--- src/rtl/vram_arbiter.sv ---
// Text-mode VRAM arbiter: display reads take absolute priority, terminal writes
// are queued in a small FIFO, and clear/scroll commands sweep BLANK into VRAM.
module vram_arbiter #(
  parameter int unsigned ROWS  = 30,
  parameter int unsigned COLS  = 100,
  parameter int unsigned DEPTH = 4,
  parameter logic [7:0]  BLANK = 8'h20
) (
  input  logic        clk,
  input  logic        reset_low,
  input  logic        disp_valid,
  input  logic [4:0]  disp_row,
  input  logic [6:0]  disp_col,
  output logic [7:0]  disp_byte,
  input  logic        wr_valid,
  output logic        wr_ready,
  input  logic [4:0]  wr_row,
  input  logic [6:0]  wr_col,
  input  logic [7:0]  wr_byte,
  input  logic        clear_start,
  input  logic        scroll_up,
  output logic        busy,
  output logic [4:0]  top_row,
  output logic        mem_ce,
  output logic        mem_we,
  output logic [11:0] mem_addr,
  output logic [7:0]  mem_wdata,
  input  logic [7:0]  mem_rdata
);

  localparam int unsigned ADDR_W    = 12;
  localparam int unsigned DATA_W    = 8;
  localparam int unsigned ROW_W     = 5;
  localparam int unsigned COL_W     = 7;
  localparam int unsigned SUM_W     = ROW_W + 1;
  localparam int unsigned PTR_W     = (DEPTH > 1) ? $clog2(DEPTH) : 1;
  localparam int unsigned CNT_W     = $clog2(DEPTH + 1);
  localparam int unsigned LAST_CELL = ROWS * COLS - 1;

  typedef enum logic [1:0] {ST_IDLE, ST_DRAIN, ST_CLEAR, ST_SCROLL} state_e;
  typedef enum logic [1:0] {CMD_NONE, CMD_CLEAR, CMD_SCROLL} cmd_e;

  typedef struct packed {
    logic [ADDR_W-1:0] addr;
    logic [DATA_W-1:0] data;
  } wr_entry_t;

  state_e            state_q, state_d;
  cmd_e              cmd_q, cmd_d;
  wr_entry_t         fifo_q [DEPTH];
  wr_entry_t         fifo_d [DEPTH];
  logic [PTR_W-1:0]  wr_ptr_q, wr_ptr_d, rd_ptr_q, rd_ptr_d;
  logic [CNT_W-1:0]  count_q, count_d;
  logic [ADDR_W-1:0] cnt_q, cnt_d;
  logic [ROW_W-1:0]  top_row_q, top_row_d;

  logic [SUM_W-1:0]  row_sum;
  logic [ROW_W-1:0]  phys_row;
  logic              push, pop;

  function automatic logic [ADDR_W-1:0] cell_addr(input logic [ROW_W-1:0] row,
                                                  input logic [COL_W-1:0] col);
    return ADDR_W'(row) * ADDR_W'(COLS) + ADDR_W'(col);
  endfunction

  function automatic logic [PTR_W-1:0] ptr_inc(input logic [PTR_W-1:0] p);
    return (p == PTR_W'(DEPTH - 1)) ? '0 : p + PTR_W'(1);
  endfunction

  always_ff @(posedge clk or negedge reset_low) begin
    if (!reset_low) begin
      state_q   <= ST_IDLE;
      cmd_q     <= CMD_NONE;
      fifo_q    <= '{default: '0};
      wr_ptr_q  <= '0;
      rd_ptr_q  <= '0;
      count_q   <= '0;
      cnt_q     <= '0;
      top_row_q <= '0;
    end else begin
      state_q   <= state_d;
      cmd_q     <= cmd_d;
      fifo_q    <= fifo_d;
      wr_ptr_q  <= wr_ptr_d;
      rd_ptr_q  <= rd_ptr_d;
      count_q   <= count_d;
      cnt_q     <= cnt_d;
      top_row_q <= top_row_d;
    end
  end

  always_comb begin
    state_d   = state_q;
    cmd_d     = cmd_q;
    fifo_d    = fifo_q;
    wr_ptr_d  = wr_ptr_q;
    rd_ptr_d  = rd_ptr_q;
    cnt_d     = cnt_q;
    top_row_d = top_row_q;
    mem_ce    = 1'b0;
    mem_we    = 1'b0;
    mem_addr  = '0;
    mem_wdata = '0;
    pop       = 1'b0;

    wr_ready = (count_q != CNT_W'(DEPTH)) && (state_q == ST_IDLE) && !clear_start && !scroll_up;
    push     = wr_valid && wr_ready;

    // Screen-relative row to physical row, wrapping without a divider
    row_sum = SUM_W'(top_row_q) + SUM_W'(wr_row);
    if (row_sum >= SUM_W'(ROWS)) row_sum = row_sum - SUM_W'(ROWS);
    phys_row = row_sum[ROW_W-1:0];

    case (state_q)
      ST_IDLE: begin
        if (clear_start) begin
          state_d = ST_DRAIN;
          cmd_d   = CMD_CLEAR;
        end else if (scroll_up) begin
          state_d = ST_DRAIN;
          cmd_d   = CMD_SCROLL;
        end
      end
      ST_DRAIN: begin
        if (count_q == '0) state_d = (cmd_q == CMD_CLEAR) ? ST_CLEAR : ST_SCROLL;
      end
      ST_CLEAR: begin
        if (!disp_valid) begin
          mem_ce    = 1'b1;
          mem_we    = 1'b1;
          mem_addr  = cnt_q;
          mem_wdata = BLANK;
          if (cnt_q == ADDR_W'(LAST_CELL)) begin
            cnt_d     = '0;
            top_row_d = '0;
            cmd_d     = CMD_NONE;
            state_d   = ST_IDLE;
          end else begin
            cnt_d = cnt_q + ADDR_W'(1);
          end
        end
      end
      ST_SCROLL: begin
        // The outgoing top row is blanked and becomes the new bottom row
        if (!disp_valid) begin
          mem_ce    = 1'b1;
          mem_we    = 1'b1;
          mem_addr  = cell_addr(top_row_q, COL_W'(cnt_q));
          mem_wdata = BLANK;
          if (cnt_q == ADDR_W'(COLS - 1)) begin
            cnt_d     = '0;
            top_row_d = (top_row_q == ROW_W'(ROWS - 1)) ? '0 : top_row_q + ROW_W'(1);
            cmd_d     = CMD_NONE;
            state_d   = ST_IDLE;
          end else begin
            cnt_d = cnt_q + ADDR_W'(1);
          end
        end
      end
      default: state_d = ST_IDLE;
    endcase

    if (disp_valid) begin
      mem_ce   = 1'b1;
      mem_we   = 1'b0;
      mem_addr = cell_addr(disp_row, disp_col);
    end else if ((count_q != '0) && ((state_q == ST_IDLE) || (state_q == ST_DRAIN))) begin
      pop       = 1'b1;
      mem_ce    = 1'b1;
      mem_we    = 1'b1;
      mem_addr  = fifo_q[rd_ptr_q].addr;
      mem_wdata = fifo_q[rd_ptr_q].data;
    end

    if (push) begin
      fifo_d[wr_ptr_q] = '{addr: cell_addr(phys_row, wr_col), data: wr_byte};
      wr_ptr_d         = ptr_inc(wr_ptr_q);
    end
    if (pop) rd_ptr_d = ptr_inc(rd_ptr_q);
    count_d = count_q + CNT_W'(push) - CNT_W'(pop);
  end

  assign disp_byte = mem_rdata;
  assign busy      = (state_q != ST_IDLE);
  assign top_row   = top_row_q;

endmodule

--- config.mk ---
export PLATFORM = sky130hd
export DESIGN_NAME = vram_arbiter
export DESIGN_NICKNAME = d
export VERILOG_FILES = /design/src/rtl/vram_arbiter.sv
export SDC_FILE = /design/constraint.sdc
export NUM_CORES = 1
export LEC_CHECK = 0
export CORE_AREA = 2 2 124 126
export CTS_CLUSTER_DIAMETER = 120
export DETAILED_ROUTE_END_ITERATION = 8
export DIE_AREA = 0 0 126 128
export GPL_TIMING_DRIVEN = 0
export PLACE_DENSITY = 0.76
export SLEW_MARGIN = 20
export SYNTH_ARGS = -nofsm -noshare
export SYNTH_HDL_FRONTEND = slang
export SYNTH_SLANG_ARGS = --single-unit
--- constraint.sdc ---
create_clock -name clk -period 5 [get_ports clk]
set_input_delay 1 -clock clk [delete_from_list [all_inputs] [get_ports clk]]
set_output_delay 1 -clock clk [all_outputs]
set_load 0.02 [all_outputs]
# Yosys cells after proc, flatten, opt, wreduce, memory -nomap -nowiden
# Index checks and enable logic that the tools add are counted.
[word_totals]
reg_bits = 108
word_cells = 116
inputBits = 46
[op_classes]
n_mux = 45
multipliers = 3
n_lt_le_gt_ge = 4
addsub = 11
eq_ne = 16
n_bitwise = 2
reduce_logical = 20
[ops]
columns = ["cell", "count"]
rows = [
  ["80-bit bitwise mux", 1],
  ["12-bit 2-to-1 mux", 6],
  ["20-bit 2-to-1 mux", 3],
  ["12-bit case mux with 2 select lines", 2],
  ["20-bit binary-select mux with 2-bit select", 1],
  ["20-bit demux with 2-bit select", 1],
  ["12-bit by 7-bit adder with 12-bit output", 3],
  ["5-bit by 5-bit multiplier with 10-bit output, second input constant", 3],
  ["5-bit 2-to-1 mux", 6],
  ["2-bit 2-to-1 mux", 11],
  ["8-bit 2-to-1 mux", 2],
  ["12-bit by 1-bit adder with 12-bit output, second input constant", 1],
  ["12-bit == test, second input constant", 1],
  ["12-bit by 7-bit == test with 1-bit output, second input constant", 1],
  ["6-bit 2-to-1 mux", 2],
  ["6-bit AND reduction", 2],
  ["2-bit != test, second input constant", 5],
  ["5-bit case mux with 2 select lines", 1],
  ["2-bit == test, second input constant", 4],
  ["2-bit case mux with 4 select lines", 1],
  ["1-bit 2-to-1 mux", 7],
  ["5-bit by 5-bit adder with 6-bit output", 1],
  ["3-bit >= comparator, second input constant", 2],
  ["6-bit by 5-bit >= comparator with 1-bit output, second input constant", 1],
  ["other kinds (21)", 33],
]

# Longest topological paths before layout
[depth]
depth_word = 7
mapped_depth = 20
mapped_depth_nobuf = 19

# Least setup slack after synthesis
# OpenSTA, ideal clock, no wires.
[synth_path]
path_type = "input port to flip-flop"
start = "in wr_row[0]"
end = "reg fifo_q[19] (netlist name)"
cell_stages = 17
slack_ns = -0.339
arrival_time_ns = 5.273
t_required_ns = 4.934
n_path_buf = 0
cell_sequence = "ha_1 > fa_1 > xor2_1 > nand2_1 > nor3_1 > mux2_2 > ha_1 > ha_1 > ha_1 > ha_1 > and3_1 > a221oi_1 > xnor2_1 > nor4bb_1 > a21oi_1 > a311oi_1 > mux2_2"
[synth_via]
elab_chain_cells = 6
word_cells_on_any_way = 7
[synth_lines]
columns = ["element", "line_no", "text"]
rows = [
  ["start: declaration", "17", "input logic [4:0] wr_row,"],
  ["5-bit by 5-bit adder with 6-bit output (*)", "110", "row_sum = SUM_W'(top_row_q) + SUM_W'(wr_row);"],
  ["5-bit subtractor or 6-bit by 5-bit >= comparator with 1-bit output (tied branches)", "111", "if (row_sum >= SUM_W'(ROWS)) row_sum = row_sum - SUM_W'(ROWS);"],
  ["5-bit 2-to-1 mux (*)", "111", ""],
  ["5-bit by 5-bit multiplier with 10-bit output (*)", "63", "return ADDR_W'(row) * ADDR_W'(COLS) + ADDR_W'(col);"],
  ["12-bit by 7-bit adder with 12-bit output (*)", "63", ""],
  ["80-bit bitwise mux (*)", "176", "fifo_d[wr_ptr_q] = '{addr: cell_addr(phys_row, wr_col), data: wr_byte};"],
  ["end signal: assignment", "83", "fifo_q <= fifo_d;"],
  ["end: declaration", "50", "wr_entry_t fifo_q [DEPTH];"],
]
# Every way passes the cells marked *; elsewhere a longest branch is shown, timed or not.
# A chain may end at the register's enable or synchronous reset.

# Final worst setup path
[layout_path]
start = "in wr_row[2]"
end = "reg fifo_q[59] (netlist name)"
# Same word-level chain as after synthesis.

==> results.md <==
Cells and area:
- The post-layout net count is 956.
- The area taken by flip-flops and latches is 2710 sq um.
- In the final layout, the multi-input gates occupy 5010 sq um.
- From synthesis to final layout, the design area changed by 27.1%.
- The post-layout instance count excluding filler cells is 1,018.
- The filler cells instantiated in the layout total 1,084.
- The share of final-layout standard cells stronger than drive strength 1 is 27.5%.
- The share of the core filled with cells is 64.5%.
- The number of diodes is 0.

Synthesis:
- After Yosys synthesis, and, or, nand and nor cells account for 10.9% of the synthesized area.
- The synthesized area per cell is 10.6 sq um.
- The largest family of logic cells by synthesized area is multiplexers.
- Summing the areas of all compound-gate instances in the mapped netlist gives 12.2% of the synthesized area.
- The number of unique standard cell types used by synthesis is 61.
- The synthesized netlist cell count is 711.
- The mapped cell area is 7540 sq um.
- In this run, synthesis inferred 0 flip-flops with an integrated enable.
- The synthesized design contains 108 register bits.
- Sequential cells were found to cover 35.8% of the synthesized design area.
- Yosys printed 0 warnings.
- For this run, the leading register cell type out of synthesis is sky130_fd_sc_hd__dfrtp_1.
- Summing the areas of all fa, ha and maj instances in the mapped netlist gives 15.0% of the synthesized area.
- The number of nets handed over by synthesis was 842.
- After synthesis, the share of flip-flops with an asynchronous set or reset is 100%.
- The synthesized netlist devotes 5.11% of its cell area to XOR and XNOR gates.
- The mux contribution to synthesized area is 16.8%.

Worst setup path:
- The critical path class is in2reg.
- STA puts the critical path data arrival time at 5.20 ns.
- Setup slack on the worst reg-to-reg path comes out at 0.39 ns.
- The launch point of the worst path is wr_row[2].
- In this design, the largest share of critical-path delay is due to compound AO/OA/AOI/OAI gates.
- The worst register-to-register path begins at top_row[0].
- The endpoint type of the worst setup path is a flop.
- The signal on the critical path passes through clkdlybuf4s50_1, ha_4, a211oi_4, o21bai_4, a21o_1, o21ai_1, nand2_1, o21ai_4, buf_6, xor2_2, ha_1, ha_4, ha_4, and3_4, a221oi_4, xnor2_2, buf_4, nor3_2, a311oi_2, buf_4, mux2_4.
- The maximum single-stage delay on the critical path is 0.44 ns.
- The startpoint type of the worst setup path is an input port.
- The slowest stage of the critical path is the sky130_fd_sc_hd__clkdlybuf4s50_1 cell.
- The top fanout value on the critical path is 4.
- The required time of the worst setup path is 5.24 ns.
- The cell type with the highest occurrence count on the critical path is sky130_fd_sc_hd__ha_4.
- The number of buffers and inverters on the critical path is 4.

Floorplan:
- The initialized floorplan defines 45 standard-cell rows.
- The height of the die is 128 um.
- From left edge to right edge, the die measures 126 um.
- The initial utilization of the core area, before any placement, comes to 50.8%.
- The number of top-level pins is 83.
- The area of the placeable core is 14,900 sq um.
- The die covers 16,100 sq um.

Pwr:
- VDD sags by at most 0.174 mV.
- The power density normalized to cell area is 271 nW/um^2.
- For this design the static power due to leakage is 4.47 nW.

Clock network:
- No sink is reached through more buffers than the 2 on the longest clock path.
- The total of hold buffers inserted after clock tree synthesis is 0.
- The clock reaches the later pin of the worst-skew pair after 0.35 ns.
- The clock tree from TritonCTS is done.
- The number of CTS-inserted buffers is 9.
- The clock net in this run drives a total of 108 sinks.
- The H-tree was split into 3 levels.
- The root buffer cell is sky130_fd_sc_hd__clkbuf_16.
- Clock-pin slew was measured on the worst setup and hold paths at 0.08 ns.

Place:
- The congestion estimate from routability-driven global placement came to 0.904.
- The detailed placement HPWL is 13,300 um.
- At the placement stage, the worst setup path has a slack of -0.914 ns.
- Input and output buffers added on the ports amount to 72.
- Once placement completed, the tool counted placed cells totaling 972.

STA:
- The clock tree skew after final layout is 0.0136 ns.
- The time the worst path needs with I/O delays and setup is 4.95 ns.
- Setup violations remaining at the end of the flow were counted as 0.
- After routing, the total negative slack on setup checks comes to 0 ns.
- The final count of hold timing violations is 0.
- The headroom to the max-slew limit is 40.3%.
- The worst path meets setup with 0.0485 ns of slack.
- Based on the critical path, the design can be clocked at up to 202 MHz.
- The measured slew at the worst slew-check pin is 0.895 ns.
- The count of final max-slew check failures is 0.
- The share of the cycle needed by the critical path after routing is 99.0%.

GRT:
- Global routing used 4.09% of the available met3 tracks.
- The first global-routing pass estimated 30,700 um of wire.
- The met1 demand-to-capacity share in global routing is 28.3%.
- The global-route total usage across every layer is 23.6%.
- The global routing stage identified its most utilized layer as met2.
- The remaining global-route overflow is 0.
- The number of antenna violations at the first check in global routing is 0.
- The maximum number of pins on one net before global-route repair is 81.
- The number of global-route vias before repair came to 6,396.
- The global-route met2 utilization is 42.6%.

Route:
- The via density per instance is 6.03.
- Before antenna repair, the detailed router went through 9 iterations.
- The count of nets left with antenna violations once routing finished came out at 0.
- In the final routed layout, each cell accounts on average for 19.2 um.
- The post-detailed-routing wire length is 19,500 um.
- After detailed routing, the number of remaining DRC violations is 0.
- The number of DRC markers after the initial detailed-route iteration is 567.
- The routed layout has 6,136 vias.

Outcome:
- The run finished with clean final reports.

Worst hold path:
- The tightest min-delay check is of the reg2reg type.
- In this run the most critical hold path is launched from fifo_q[74].

Run:
- The max-cap check violation count is 0.
## power by group
part	internal, mW	switching [mW]	leakage (nW)
Clock	0.405	0.347	0.158
Sequential	0.892	0.0401	1.46
Combinational	0.429	0.489	2.85
## worst paths after layout
kind / endpoint / cells after the start
min reg2reg: fifo_q[74] / 2
max in group asynchronous: fifo_q[55] / 2
min in group asynchronous: cnt_q[9] / 1
min: fifo_q[74] / 2
max: fifo_q[59] / 21
max reg2reg: fifo_q[78] / 16
## cell type report
| cell class | count | area share (%) |
|---|---|---|
| Buffer | 33 | 1.76 |
| Clock buffer | 9 | 2.35 |
| Clock inverter | 7 | 0.991 |
| Inverter | 39 | 1.55 |
| Multi-Input combinational cell | 530 | 52.3 |
| Sequential cell | 108 | 28.2 |
| Tap cell | 188 | 2.45 |
| Timing Repair Buffer | 104 | 10.4 |
## cells by family after synthesis
group	after synthesis
adders and majority gates	86
xor gates and xnor gates	44
DFF	108
and+or+nand+nor	161
muxes	93
AOI/OAI and AO/OA	146
buffers and inverters	73
## Yosys cell counts, types with 2 or more instances
cell type                  number  area, sq um
sky130_fd_sc_hd__a211oi_1       7         52.6
sky130_fd_sc_hd__a211oi_2       2         25.0
sky130_fd_sc_hd__a21o_1         7         52.6
sky130_fd_sc_hd__a21oi_1       35          175
sky130_fd_sc_hd__a221oi_1       7         61.3
sky130_fd_sc_hd__a22oi_1        4         30.0
sky130_fd_sc_hd__a311oi_1       3         26.3
sky130_fd_sc_hd__a31o_2         2         17.5
sky130_fd_sc_hd__a31oi_1        5         31.3
sky130_fd_sc_hd__and2_1        11         68.8
sky130_fd_sc_hd__and3_1         5         31.3
sky130_fd_sc_hd__buf_1          2         7.51
sky130_fd_sc_hd__buf_2          6         30.0
sky130_fd_sc_hd__buf_4          9         67.6
sky130_fd_sc_hd__clkbuf_1      17         63.8
sky130_fd_sc_hd__dfrtp_1      108         2700
sky130_fd_sc_hd__fa_1           8          160
sky130_fd_sc_hd__ha_1          77          963
sky130_fd_sc_hd__inv_1         39          146
sky130_fd_sc_hd__mux2_2        69          777
sky130_fd_sc_hd__mux2i_1        4         40.0
sky130_fd_sc_hd__mux4_2        20          450
sky130_fd_sc_hd__nand2_1       47          176
sky130_fd_sc_hd__nand2_2        4         25.0
sky130_fd_sc_hd__nand2b_1       5         31.3
sky130_fd_sc_hd__nand3_1       16         80.1
sky130_fd_sc_hd__nand3b_1       3         22.5
sky130_fd_sc_hd__nand4_1        3         18.8
sky130_fd_sc_hd__nor2_1        32          120
sky130_fd_sc_hd__nor2b_1        4         25.0
sky130_fd_sc_hd__nor3_1        11         55.1
sky130_fd_sc_hd__nor4bb_1       2         20.0
sky130_fd_sc_hd__o21ai_0       53          265
sky130_fd_sc_hd__o21bai_1       3         22.5
sky130_fd_sc_hd__o22ai_1        2         12.5
sky130_fd_sc_hd__o31ai_1        6         45.0
sky130_fd_sc_hd__or3_1          7         43.8
sky130_fd_sc_hd__xnor2_1       24          210
sky130_fd_sc_hd__xor2_1        20          175
## metal layers
metal / wire length, um / share of wire, %
met3: 895 / 4.6
met1: 7800 / 40
met5: 0 / 0
met2: 10200 / 52
met4: 599 / 3.1
## sequential cells by signal, summed over array words and instances (netlist names)
register  cells
cmd_q         2
cnt_q        12
count_q       3
fifo_q       80
rd_ptr_q      2
state_q       2
top_row       5
wr_ptr_q      2
## layout by cell type (no fill, tap or decap), drive strengths merged, types with 11 or more instances in the layout
cell type and n:
dfrtp 108, ha 77, mux2 69, clkdlybuf4s50 60, o21ai 54, nand2 51
buf 51, inv 44, a21oi 35, nor2 33, clkbuf 25, xnor2 24
mux4 20, xor2 20, nand3 16, and2 11, nor3 11
## repair_timing
action                                  CTS  global route
endpoints found under the hold margin     0             0
pin swaps                                24            34
endpoints found under the setup margin   24            22
gates resized for setup                  52            43
buffers inserted                         21            10
## metrics by stage
stage	area [sq um]	power [mW]	hold WS, ns
5_1_grt	9590	2.72	0.511
3_5_place_dp	8580	1.65	0.469
6_report	9590	2.60	0.483
3_3_place_gp	8560	1.61	0.458
4_1_cts	9310	2.52	0.485
2_1_floorplan	7600	1.42	0.445
## worst register-to-register path: stages, from the launching register on
cell	delay (ns)
sky130_fd_sc_hd__dfrtp_2	0.50
sky130_fd_sc_hd__ha_2	0.23
sky130_fd_sc_hd__fa_2	0.42
sky130_fd_sc_hd__xor2_4	0.23
sky130_fd_sc_hd__ha_4	0.30
sky130_fd_sc_hd__inv_4	0.04
sky130_fd_sc_hd__a221oi_4	0.31
sky130_fd_sc_hd__buf_6	0.17
sky130_fd_sc_hd__xor2_1	0.16
sky130_fd_sc_hd__ha_1	0.28
sky130_fd_sc_hd__buf_6	0.13
sky130_fd_sc_hd__fa_2	0.43
sky130_fd_sc_hd__a31oi_4	0.24
sky130_fd_sc_hd__xnor2_2	0.11
sky130_fd_sc_hd__or4_1	0.48
sky130_fd_sc_hd__and3_4	0.20
sky130_fd_sc_hd__mux2_2	0.27
No activity file was read; power rests on OpenSTA's default activity.
